$ cat src/rtl/meas_scan_mux.sv
// Registered measurement channel selector: a manual single-channel capture or an ascending
// scan over a channel range, with a programmable settle delay and a valid/ready output.
module meas_scan_mux #(
  parameter int C_INUM    = 48,
  parameter int C_IDWIDTH = 24,
  parameter int C_ISWIDTH = 6,
  parameter int C_SETTLE  = 2
) (
  input  logic                           I_clk,
  input  logic                           I_rst_n,
  input  logic [C_INUM*C_IDWIDTH-1:0]    I_data,
  input  logic                           I_mode,
  input  logic [C_ISWIDTH-1:0]           I_sel,
  input  logic [C_ISWIDTH-1:0]           I_first,
  input  logic [C_ISWIDTH-1:0]           I_last,
  input  logic                           I_start,
  input  logic                           I_abort,
  input  logic                           I_ready,
  output logic [C_IDWIDTH-1:0]           O_data,
  output logic [C_ISWIDTH-1:0]           O_ch,
  output logic                           O_valid,
  output logic                           O_busy,
  output logic                           O_done,
  output logic                           O_err
);

  localparam int CW = (C_SETTLE > 0) ? $clog2(C_SETTLE + 1) : 1;
  localparam logic [C_ISWIDTH:0] NUM_CH = (C_ISWIDTH + 1)'(C_INUM);
  localparam logic [CW-1:0] SETTLE_LOAD = CW'(C_SETTLE);

  typedef enum logic [1:0] {
    S_IDLE,
    S_SETTLE,
    S_HOLD,
    S_DONE
  } state_t;

  state_t                 state_q, state_d;
  logic [CW-1:0]          cnt_q, cnt_d;
  logic [C_ISWIDTH-1:0]   curCh_q, curCh_d;
  logic [C_ISWIDTH-1:0]   endCh_q, endCh_d;
  logic [C_IDWIDTH-1:0]   data_q, data_d;
  logic [C_ISWIDTH-1:0]   ch_q, ch_d;
  logic                   valid_q, valid_d;
  logic                   err_q, err_d;

  logic [C_IDWIDTH-1:0]   chans [C_INUM];
  logic [C_ISWIDTH-1:0]   startCur, startEnd;
  logic                   startBad;

  for (genvar n = 0; n < C_INUM; n++) begin : g_chan
    assign chans[n] = I_data[n*C_IDWIDTH +: C_IDWIDTH];
  end

  // A start is rejected if either bound lies outside the channel bank or a scan range is inverted.
  always_comb begin
    startCur = I_mode ? I_first : I_sel;
    startEnd = I_mode ? I_last  : I_sel;
    startBad = ({1'b0, startCur} >= NUM_CH) || ({1'b0, startEnd} >= NUM_CH) ||
               (I_mode && (I_first > I_last));
  end

  always_comb begin
    state_d = state_q;
    cnt_d   = cnt_q;
    curCh_d = curCh_q;
    endCh_d = endCh_q;
    data_d  = data_q;
    ch_d    = ch_q;
    valid_d = valid_q;
    err_d   = 1'b0;

    if (I_abort) begin
      state_d = S_IDLE;
      valid_d = 1'b0;
    end else begin
      unique case (state_q)
        S_IDLE: begin
          if (I_start) begin
            if (startBad) begin
              err_d = 1'b1;
            end else begin
              curCh_d = startCur;
              endCh_d = startEnd;
              cnt_d   = SETTLE_LOAD;
              state_d = S_SETTLE;
            end
          end
        end
        S_SETTLE: begin
          if (cnt_q != '0) begin
            cnt_d = cnt_q - CW'(1);
          end else begin
            data_d  = chans[curCh_q];
            ch_d    = curCh_q;
            valid_d = 1'b1;
            state_d = S_HOLD;
          end
        end
        // Output words stay frozen until the reader takes them.
        S_HOLD: begin
          if (I_ready) begin
            valid_d = 1'b0;
            if (curCh_q == endCh_q) begin
              state_d = S_DONE;
            end else begin
              curCh_d = curCh_q + C_ISWIDTH'(1);
              cnt_d   = SETTLE_LOAD;
              state_d = S_SETTLE;
            end
          end
        end
        S_DONE: begin
          state_d = S_IDLE;
        end
        default: begin
          state_d = S_IDLE;
        end
      endcase
    end
  end

  always_ff @(posedge I_clk or negedge I_rst_n) begin
    if (!I_rst_n) begin
      state_q <= S_IDLE;
      cnt_q   <= '0;
      curCh_q <= '0;
      endCh_q <= '0;
      data_q  <= '0;
      ch_q    <= '0;
      valid_q <= 1'b0;
      err_q   <= 1'b0;
    end else begin
      state_q <= state_d;
      cnt_q   <= cnt_d;
      curCh_q <= curCh_d;
      endCh_q <= endCh_d;
      data_q  <= data_d;
      ch_q    <= ch_d;
      valid_q <= valid_d;
      err_q   <= err_d;
    end
  end

  assign O_data  = data_q;
  assign O_ch    = ch_q;
  assign O_valid = valid_q;
  assign O_busy  = (state_q != S_IDLE);
  assign O_done  = (state_q == S_DONE);
  assign O_err   = err_q;

endmodule
$ cat config.mk
export PLATFORM = sky130hd
export DESIGN_NAME = meas_scan_mux
export DESIGN_NICKNAME = d
export VERILOG_FILES = /design/src/rtl/meas_scan_mux.sv
export SDC_FILE = /design/constraint.sdc
export NUM_CORES = 1
export LEC_CHECK = 0
export CAP_MARGIN = 20
export CORE_AREA = 2 2 469 471
export CTS_CLUSTER_DIAMETER = 30
export CTS_CLUSTER_SIZE = 16
export DETAILED_ROUTE_END_ITERATION = 6
export DIE_AREA = 0 0 471 473
export SYNTH_ARGS = -nofsm -noshare
export SYNTH_HDL_FRONTEND = slang
export SYNTH_SLANG_ARGS = --single-unit
$ cat constraint.sdc
create_clock -name I_clk -period 2.2 [get_ports I_clk]
set_input_delay 0.33 -clock I_clk [delete_from_list [all_inputs] [get_ports I_clk]]
set_output_delay 0.33 -clock I_clk [all_outputs]
set_load 0.1 [all_outputs]
**Word level (Yosys, flattened, before mapping)**

Index checks and enable logic that the tools add are counted.

- $add $sub $neg: 2
- $lt $le $gt $ge: 4
- Multiplexer cells: 31
- Reductions and logical operators: 15
- Bitwise operators: 4
- Eq/ne operators: 13

Operators with widths:

| operator | count |
|---|---|
| $bmux W24 S6 | 1 |
| $mux W24 | 2 |
| $mux W6 | 6 |
| $mux W2 | 11 |
| $ge A6 B6 Y1 const B | 2 |
| $ne A3 B3 Y1 const B | 4 |
| $pmux W6 S2 | 1 |
| $ne A2 B2 Y1 const B | 5 |
| $pmux W2 S4 | 1 |
| $reduce_and A4 Y1 | 2 |
| $ge A7 B7 Y1 const B | 1 |
| $mux W1 | 7 |
| $not A6 Y7 | 1 |
| $reduce_and A7 Y1 | 1 |
| $add A6 B1 Y6 const B | 1 |
| $eq A6 B6 Y1 | 1 |
| $gt A6 B6 Y1 | 1 |
| $pmux W2 S3 | 1 |
| $reduce_and A3 Y1 | 2 |
| $reduce_and A6 Y1 | 1 |
| $reduce_bool A2 Y1 | 3 |
| $reduce_bool A3 Y1 | 2 |
| $eq A2 B2 Y1 const B | 2 |
| $not A1 Y1 | 3 |
| 6 further kinds | 7 |

- Output and inout port bits: 34
- Bits of input ports: 1176
- Register bits after elaboration: 48
- Logic and storage cells: 77

**Logic depth before layout (Yosys ltp)**

Gate-level depths: netlist (run 1).

- Word-level depth: 8
- Mapped depth: 9
- Depth with buffers taken out: 8

**Least setup slack after synthesis (run 1)**

No wires, ideal clock.

- Path type: reg-to-output
- From: register state_q[1]
- To: output port O_done
- Stages on the path, launching flop included: 4
- Path buffers: 2
- Arrival: 1.787 ns
- Required time: 1.870 ns
- Path slack: 0.083 ns
- Path through: dfrtp_1 clkbuf_1 clkbuf_1 and2_1

- Cells in the longest elaborated chain, start to end: 1

RTL lines:

| item | RTL line | text |
|---|---|---|
| start, declared | 38 | `state_t state_q, state_d;` |
| start signal, assigned | 134 | `state_q <= state_d;` |
| $eq A2 B2 Y1 | 149 | `assign O_done = (state_q == S_DONE);` |
| end, declared | 23 | `output logic O_done,` |

No other way between the ends.

**Worst setup path after layout (run 1)**

- From: register curCh_q[0]
- To: register data_q[17], in the netlist O_data[17]

- Cells in the longest elaborated chain, start to end: 4

RTL lines:

| item | RTL line | text |
|---|---|---|
| start, declared | 40 | `logic [C_ISWIDTH-1:0] curCh_q, curCh_d;` |
| start signal, assigned | 136 | `curCh_q <= curCh_d;` |
| $not A6 Y7 (implied by the code) | 94 | `data_d = chans[curCh_q];` |
| $bmux W24 S6 | 94 |  |
| $mux W24 (implied by the code) (2 in series) | 94 |  |
| end signal, assigned | 138 | `data_q <= data_d;` |
| end, declared | 42 | `logic [C_IDWIDTH-1:0] data_q, data_d;` |

No other way between the ends. The select of a mux whose other input is x is not followed.
A chain may end at the register's enable or synchronous reset.

==> implementation parameters, run 1 <==
Parameter                              Value

Outcome
  Result of the run ... finished, violations left
  Violations in the final reports ... negative setup slack

Floorplan
  Die Width ... 471 µm
  Die extent in y ... 473 µm
  Starting Density ... 0.05548
  Number of rows created at floorplan ... 172
  Top-Level Pins ... 1210
  Die outline area ... 0.2228 mm²
  Core ar. ... 0.2182 mm²

Cells and area
  Area used by multi-input combinational logic ... 0.01058 mm²
  Share of cells above drive strength 1 ... 0.3022
  Layout fillers ... 24640
  Total area of sequential cells ... 0.001217 mm²
  Most common cell after layout, fill and taps aside ... sky130_fd_sc_hd__clkdlybuf4s50_1
  Synthesis-to-finish area growth ... 162.0%
  Commonest non-fill, non-tap cells in the layout ... sky130_fd_sc_hd__clkdlybuf4s50_1, sky130_fd_sc_hd__buf_4, sky130_fd_sc_hd__mux4_2
  Post-Route Utilization ... 0.1454
  Net count, final ... 3691

STA
  Post-route minimum period ... 2.580 ns
  Worst-margin pin slew ... 0.7816 ns
  Final setup vio count ... 24
  Setup repair after global routing missed its margin ... true
  Worst clock skew on the final layout ... 0.02491 ns
  Final Max Tran Viols ... 0
  Hold WS ... 0.4364 ns
  Slack of the critical path ... -0.3804 ns
  Maximum clock frequency ... 387.5 MHz
  Share of the clock period used by the worst path ... 1.173
  Total count of hold-check failures in the final report ... 0
  Headroom to the max-slew limit ... 0.4778

Worst setup path
  Reg-to-reg setup timing slack ... -0.38 ns
  Cells traversed along the worst timing path ... buf_12 > buf_16 > buf_12 > buf_12 > mux4_2 > mux2i_4 > o211ai_1 > o21ai_1 > o41ai_2
  Buffers and inverters on the worst path ... 4
  Worst endpoint data arrival time ... 2.88 ns
  Critical path class ... reg -> reg
  Reg2Reg Capture Point ... O_data[17]
  Cell type with the highest occurrence count on the critical path ... sky130_fd_sc_hd__buf_12
  Critical-path maximum fanout ... 7
  Critical path's slowest cell ... sky130_fd_sc_hd__o211ai_1
  Kind of capture point of the worst setup path ... flop
  Element type at the critical path start ... flop
  Stage delay of the slowest cell on the critical path ... 0.64 ns
  Cells on worst reg2reg path ... 9
  Kind of cell adding the most delay to the critical path ... compound AO/OA/AOI/OAI gates
  Required time reported for the critical path endpoint ... 2.50 ns
  Critical register-to-register path startpoint ... curCh_q[0]

Clock network
  Clock tree root buffer cell ... sky130_fd_sc_hd__clkbuf_16
  Clock insertion delay at the later pin of the skew report ... 0.39 ns
  Clk sink count ... 48
  Maximum buffer depth of the clock tree ... 2
  CTS H-Tree Depth ... 2
  Clk pin slew, worst setup/hold paths ... 0.13 ns
  TritonCTS Buffers ... 5
  CTS tree ... done

GRT
  Total GRT Usage ... 0.1545
  Global-route met2 utilization ... 0.2856
  Pin count of the biggest net entering global routing ... 36
  Busiest metal layer after global routing ... met2
  Via count of the first global-routing pass ... 19030
  Met3 Track Usage GR ... 0.05212
  Global routing usage on met1 ... 0.1657
  Antenna violations before repair ... 171
  Total gr overflow ... 0
  First-pass GRT wire length ... 217400 µm

Logic synthesis
  Combined area of all synthesized cells ... 0.01211 mm²
  Synth Instances ... 1054
  Count of synthesis-stage warnings from yosys ... 0
  Net count after synthesis ... 2238
  Average cell area after synthesis ... 11.49 µm²
  Commonest register cell after synthesis ... sky130_fd_sc_hd__dfrtp_1
  Async set-or-reset flop fraction in the synthesized netlist ... 1.000
  Share of synthesized area occupied by flip-flops and latches ... 0.09921
  Unique masters post-synth ... 61
  EDFF count, synth ... 0
  Register bit total from synthesis ... 48

Detailed routing
  Starting DRT DRC Count ... 941
  First-pass DRT Iterations ... 5
  Via-per-instance ratio ... 3.270
  Avg WL per Cell ... 33.03 µm
  Routed wire length ... 179400 µm
  Vias ... 17760
  Number of remaining DRC errors ... 0
  Final ANT Viol Nets ... 0

Power
  Internal power ... 15.82 mW
  Sequential group share of total power ... 0.047
  Max VDD drop ... 439.7 µV
  Clock group share of total power ... 0.045
  Sw Ratio ... 0.4912
  Power density over cell area ... 980.4 mW/mm²
  Comb pwr share ... 0.908
  Leakage power ... 11.06 nW
  Sw power ... 15.27 mW
  Sum of internal, switching and leakage power ... 31.10 mW

Flow run
  Max_cap viols ... 0

Placed design
  Port buffer count ... 1209
  RePlAce Congestion ... 0.9574
  HPWL reported at the end of detailed placement ... 163500 µm

Hold path
  Worst hold-check path type ... in -> async
[cell usage after synthesis (all sizes together), types with 2 or more instances]
library cell / instances / area, µm²
a2111oi: 14 / 138.9
and2: 3 / 18.77
a21oi: 29 / 148.9
a31oi: 4 / 25.02
o41ai: 14 / 137.6
buf: 106 / 819.5
o221ai: 24 / 210.2
nand2b: 7 / 43.79
nand3b: 4 / 30.03
o21ai: 39 / 195.2
xor2: 6 / 52.55
mux2: 13 / 146.4
mux2i: 173 / 1732
nor3: 4 / 25.02
a221oi: 22 / 192.7
inv: 10 / 37.53
a22oi: 46 / 345.3
nor2b: 41 / 259.0
o211ai: 24 / 180.2
nor2: 35 / 141.4
ha: 8 / 100.1
or2: 3 / 18.77
dfrtp: 48 / 1201
a211oi: 44 / 330.3
a211o: 8 / 70.07
nand2: 53 / 198.9
clkbuf: 25 / 101.3
nor4b: 2 / 47.55
mux4: 222 / 5000
a21o: 2 / 15.01
nand3: 8 / 40.04
[power groups by stage]
stage / sequential, mW / clock (mW) / combinational (mW)
floorplan: 2.28 / 0 / 11.4
global placement: 1.55 / 0 / 26.5
detailed placement: 1.55 / 0 / 26.5
CTS: 1.46 / 1.52 / 28.9
global route: 1.50 / 1.50 / 29.9
finish: 1.45 / 1.39 / 28.3
[sequential cells by signal, indices dropped and copies added (netlist names)]
name and flops:
O_ch 6, state_q 2, cnt_q 2, endCh_q 6, O_err 1, O_data 24
curCh_q 6, O_valid 1
[area by class of cell]
class / count / area share
diodes: 52 / 0.004102
clock buffers: 5 / 0.003945
clock inverters: 3 / 0.002170
inverters: 10 / 0.001183
multi-input cells: 866 / 0.3334
flip-flops and latches: 48 / 0.03838
well taps: 2871 / 0.1133
repair buffers: 1576 / 0.5036
[kinds of logic after synthesis]
logic type | Yosys count | synth area share
adder cells (fa/ha/maj) | 8 | 0.008268
AND/OR/NAND/NOR | 165 | 0.07111
flip-flops | 48 | 0.09921
XOR/XNOR | 6 | 0.004341
multiplexers | 408 | 0.5681
buffers and inverters | 141 | 0.07916
AO/OA/AOI/OAI | 278 | 0.1698
[metrics by stage]
| stage | setup slack (ns) | instance area [µm²] | std cells | TNS, ns |
|---|---|---|---|---|
| after floorplan | 0.08283 | 12110 | 1054 | 0 |
| after global placement | -0.9973 | 30160 | 5331 | -23.05 |
| after detailed placement | -0.9463 | 30160 | 5331 | -22.63 |
| after CTS | -0.4284 | 31420 | 5376 | -7.518 |
| after global routing | -0.4397 | 31670 | 5413 | -8.718 |
| final | -0.3804 | 31720 | 5431 | -6.062 |
[metal layers]
| metal | vias up | wire length, µm |
|---|---|---|
| met5 | - | 686 |
| met4 | 104 | 6262 |
| met3 | 330 | 16430 |
| met2 | 1196 | 91400 |
| met1 | 8639 | 64630 |
| li1 | 7490 | - |
[worst max-delay path by stage]
stage                           from          to  slack (ns)  depth (start not counted)
after floorplan           state_q[1]      O_done        0.08                          3
after global placement    curCh_q[0]  O_data[18]        -1.0                          9
after detailed placement  curCh_q[0]  O_data[18]       -0.95                          9
after CTS                 curCh_q[0]  O_data[21]       -0.43                          9
after global routing      curCh_q[0]   O_data[7]       -0.44                         10
final                     curCh_q[0]  O_data[17]       -0.38                          9
[repair_timing]
action	4_1_cts	5_1_grt
gates cloned	5	1
setup buffers	38	4
endpoints found under the setup margin	32	33
gates resized for setup	129	37
hold buffers	1	0
pin swaps	29	19
hold endpoints to repair	18	0
(Power assumes the default switching activity.)
==> run 2: changes to the inputs <==
SKIP_LAST_GASP = 1   (was default)
==> run 2 against run 1 <==
Against the previous run:
- the run still ends with negative setup slack left
- final cell count about the same
- first-iteration DRC count increased by 0.32%
- sequential power barely moved
- clock skew grew 0.0010 ns
- sequential share of layout area hardly changed
- total power is 0.34% lower
- non-clock buffer count shrank 1
- die area stayed put
- largest power group unchanged
- largest cell class unchanged
- fmax is 0.23% lower
- critical path type unchanged
==> implementation parameters, run 2 (synthesis gave the netlist of run 1 again) <==
Parameter                              Value

Worst setup path
  Stage delay of the slowest cell on the critical path ... 0.64 ns (about the same)
  Cell type with the highest occurrence count on the critical path ... sky130_fd_sc_hd__buf_12 (unchanged)
  Critical path class ... reg -> reg (unchanged)
  Critical-path maximum fanout ... 7 (unchanged)
  Cells traversed along the worst timing path ... buf_12 > buf_16 > buf_12 > buf_12 > mux4_2 > mux2i_4 > o211ai_1 > o21ai_1 > o41ai_2 (unchanged)
  Required time reported for the critical path endpoint ... 2.50 ns (about the same)
  Element type at the critical path start ... flop (unchanged)
  Kind of capture point of the worst setup path ... flop (unchanged)
  Buffers and inverters on the worst path ... 4 (unchanged)
  Critical path's slowest cell ... sky130_fd_sc_hd__o211ai_1 (unchanged)
  Cells on worst reg2reg path ... 9 (unchanged)
  Kind of cell adding the most delay to the critical path ... compound AO/OA/AOI/OAI gates (unchanged)
  Logic depth of the worst setup path including buffers ... 9 (unchanged)
  Worst endpoint data arrival time ... 2.89 ns (was 2.88 ns)

Floorplan
  Top-Level Pins ... 1210 (unchanged)
  Number of rows created at floorplan ... 172 (unchanged)
  Starting Density ... 0.05548 (unchanged)
  Die outline area ... 0.2228 mm² (unchanged)
  Die extent in y ... 473 µm (unchanged)
  Die Width ... 471 µm (unchanged)
  Core ar. ... 0.2182 mm² (unchanged)

Outcome
  Result of the run ... finished, violations left (unchanged)
  Violations in the final reports ... negative setup slack (unchanged)

Cells and area
  Layout fillers ... 24640 (about the same)
  Post-Route Utilization ... 0.1450 (was 0.1454)
  Area of all placed cells without fillers ... 0.03164 mm² (was 0.03172 mm²)
  Share of cells above drive strength 1 ... 0.2992 (was 0.3022)
  Net count, final ... 3690 (was 3691)
  Max reg flops ... 24 (unchanged)
  Synthesis-to-finish area growth ... 161.3% (was 162.0%)
  Most common cell after layout, fill and taps aside ... sky130_fd_sc_hd__clkdlybuf4s50_1 (unchanged)
  Commonest non-fill, non-tap cells in the layout ... sky130_fd_sc_hd__clkdlybuf4s50_1, sky130_fd_sc_hd__buf_4, sky130_fd_sc_hd__mux4_2 (unchanged)
  Number of non-filler instances in the completed layout ... 5433 (was 5431)

Clock network
  TritonCTS Buffers ... 5 (unchanged)
  CTS tree ... done (unchanged)
  Clock tree root buffer cell ... sky130_fd_sc_hd__clkbuf_16 (unchanged)
  Clk sink count ... 48 (unchanged)
  CTS H-Tree Depth ... 2 (unchanged)
  Clk pin slew, worst setup/hold paths ... 0.13 ns (about the same)
  Maximum buffer depth of the clock tree ... 2 (unchanged)
  Clock insertion delay at the later pin of the skew report ... 0.39 ns (about the same)

Placed design
  Pre-CTS setup slack ... -0.9463 ns (unchanged)
  HPWL reported at the end of detailed placement ... 163500 µm (unchanged)
  Cell Area, Placed ... 0.03016 mm² (unchanged)
  Port buffer count ... 1209 (unchanged)
  RePlAce Congestion ... 0.9574 (unchanged)
  Placed cell count ... 5331 (unchanged)

GRT
  Total gr overflow ... 0 (unchanged)
  Antenna violations before repair ... 171 (unchanged)
  Total GRT Usage ... 0.1545 (unchanged)
  Via count of the first global-routing pass ... 19030 (unchanged)
  First-pass GRT wire length ... 217400 µm (unchanged)
  Pin count of the biggest net entering global routing ... 36 (unchanged)

Detailed routing
  Vias ... 17750 (was 17760)
  Routed wire length ... 179400 µm (about the same)
  Starting DRT DRC Count ... 944 (was 941)
  First-pass DRT Iterations ... 4 (was 5)
  Avg WL per Cell ... 33.01 µm (was 33.03 µm)
  Final ANT Viol Nets ... 0 (unchanged)
  Number of remaining DRC errors ... 0 (unchanged)
  Via-per-instance ratio ... 3.266 (was 3.270)

STA
  Worst-margin pin slew ... 0.7818 ns (was 0.7816 ns)
  Final total negative setup slack ... -6.364 ns (was -6.062 ns)
  Final setup vio count ... 27 (was 24)
  Share of the clock period used by the worst path ... 1.176 (was 1.173)
  Maximum clock frequency ... 386.6 MHz (was 387.5 MHz)
  Final Max Tran Viols ... 0 (unchanged)
  Slack of the critical path ... -0.3864 ns (was -0.3804 ns)
  Headroom to the max-slew limit ... 0.4765 (was 0.4778)
  Setup repair after global routing missed its margin ... true (unchanged)
  Post-route minimum period ... 2.586 ns (was 2.580 ns)
  Worst clock skew on the final layout ... 0.02596 ns (was 0.02491 ns)
  Total count of hold-check failures in the final report ... 0 (unchanged)

Hold path
  Worst hold-check path type ... in -> async (unchanged)

Power
  Max VDD drop ... 437.1 µV (was 439.7 µV)
  Leakage power ... 11.04 nW (was 11.06 nW)
  Power density over cell area ... 979.5 mW/mm² (was 980.4 mW/mm²)

Flow run
  Max_cap viols ... 0 (unchanged)
==> run 2: changes by cell type in the layout (fill, tap and decap cells not counted), moves of 2 or more <==
cell                      before  now
sky130_fd_sc_hd__a21oi_1      22   25
sky130_fd_sc_hd__a21oi_2       6    4
sky130_fd_sc_hd__buf_4       292  297
sky130_fd_sc_hd__buf_6        18   16
sky130_fd_sc_hd__buf_8        11    7
sky130_fd_sc_hd__diode_2      52   55
==> run 2: through the flow <==
stage	power [mW]	hold slack, ns
CTS	31.90	0.4026
global placement	28.05	0.2894
floorplan	13.67	0.03441
global route	32.81	0.4131
finish	30.99	0.4394
detailed placement	28.09	0.2886
==> run 2: cell type report <==
cell class	count	area, µm²	share of cell area
diodes	55	137.6	0.004350
clock buffers	5	125.1	0.003954
clock inverters	3	68.82	0.002175
inverters	10	37.54	0.001186
multi-input cells	866	10530	0.3329
flip-flops and latches	48	1217	0.03848
well taps	2871	3592	0.1135
repair buffers	1575	15930	0.5034
==> run 2: power breakdown <==
| part | switching (mW) | total (mW) | leakage [nW] | internal [mW] |
|---|---|---|---|---|
| Sequential | 0.294 | 1.45 | 0.506 | 1.15 |
| Combinational | 14.2 | 28.2 | 10.4 | 13.9 |
| Clock | 0.721 | 1.39 | 0.0948 | 0.668 |
| Total | 15.2 | 31.0 | 11.0 | 15.7 |
==> run 2: worst paths after layout <==
path	slack, ns	start	to
worst min-delay path	0.44	I_rst_n	endCh_q[5]
max in group asynchronous	1.16	I_rst_n	O_ch[0]
worst max register to register	-0.39	curCh_q[0]	O_data[17]
worst min register to register	0.49	cnt_q[0]	cnt_q[0]
min in group I_clk	0.49	cnt_q[0]	cnt_q[0]
worst max-delay path	-0.39	curCh_q[0]	O_data[17]
==> run 2: what timing repair did <==
item | in CTS | in global routing
resized for setup | 124 | 22
pin swaps | 29 | 17
endpoints found under the hold margin | 18 | 0
buffers inserted | 38 | 5
endpoints found under the setup margin | 32 | 33
hold buffers | 1 | 0
gates cloned | 5 | 1
==> run 2: per-layer routing <==
layer  vias to the layer above  global-route usage  part of all wire
met2                      1192              0.2856              0.51
li1                       7492                   -                 -
met5                         -                   0            0.0037
met1                      8632              0.1657              0.37
met4                       100             0.04242             0.035
met3                       330             0.05212             0.087
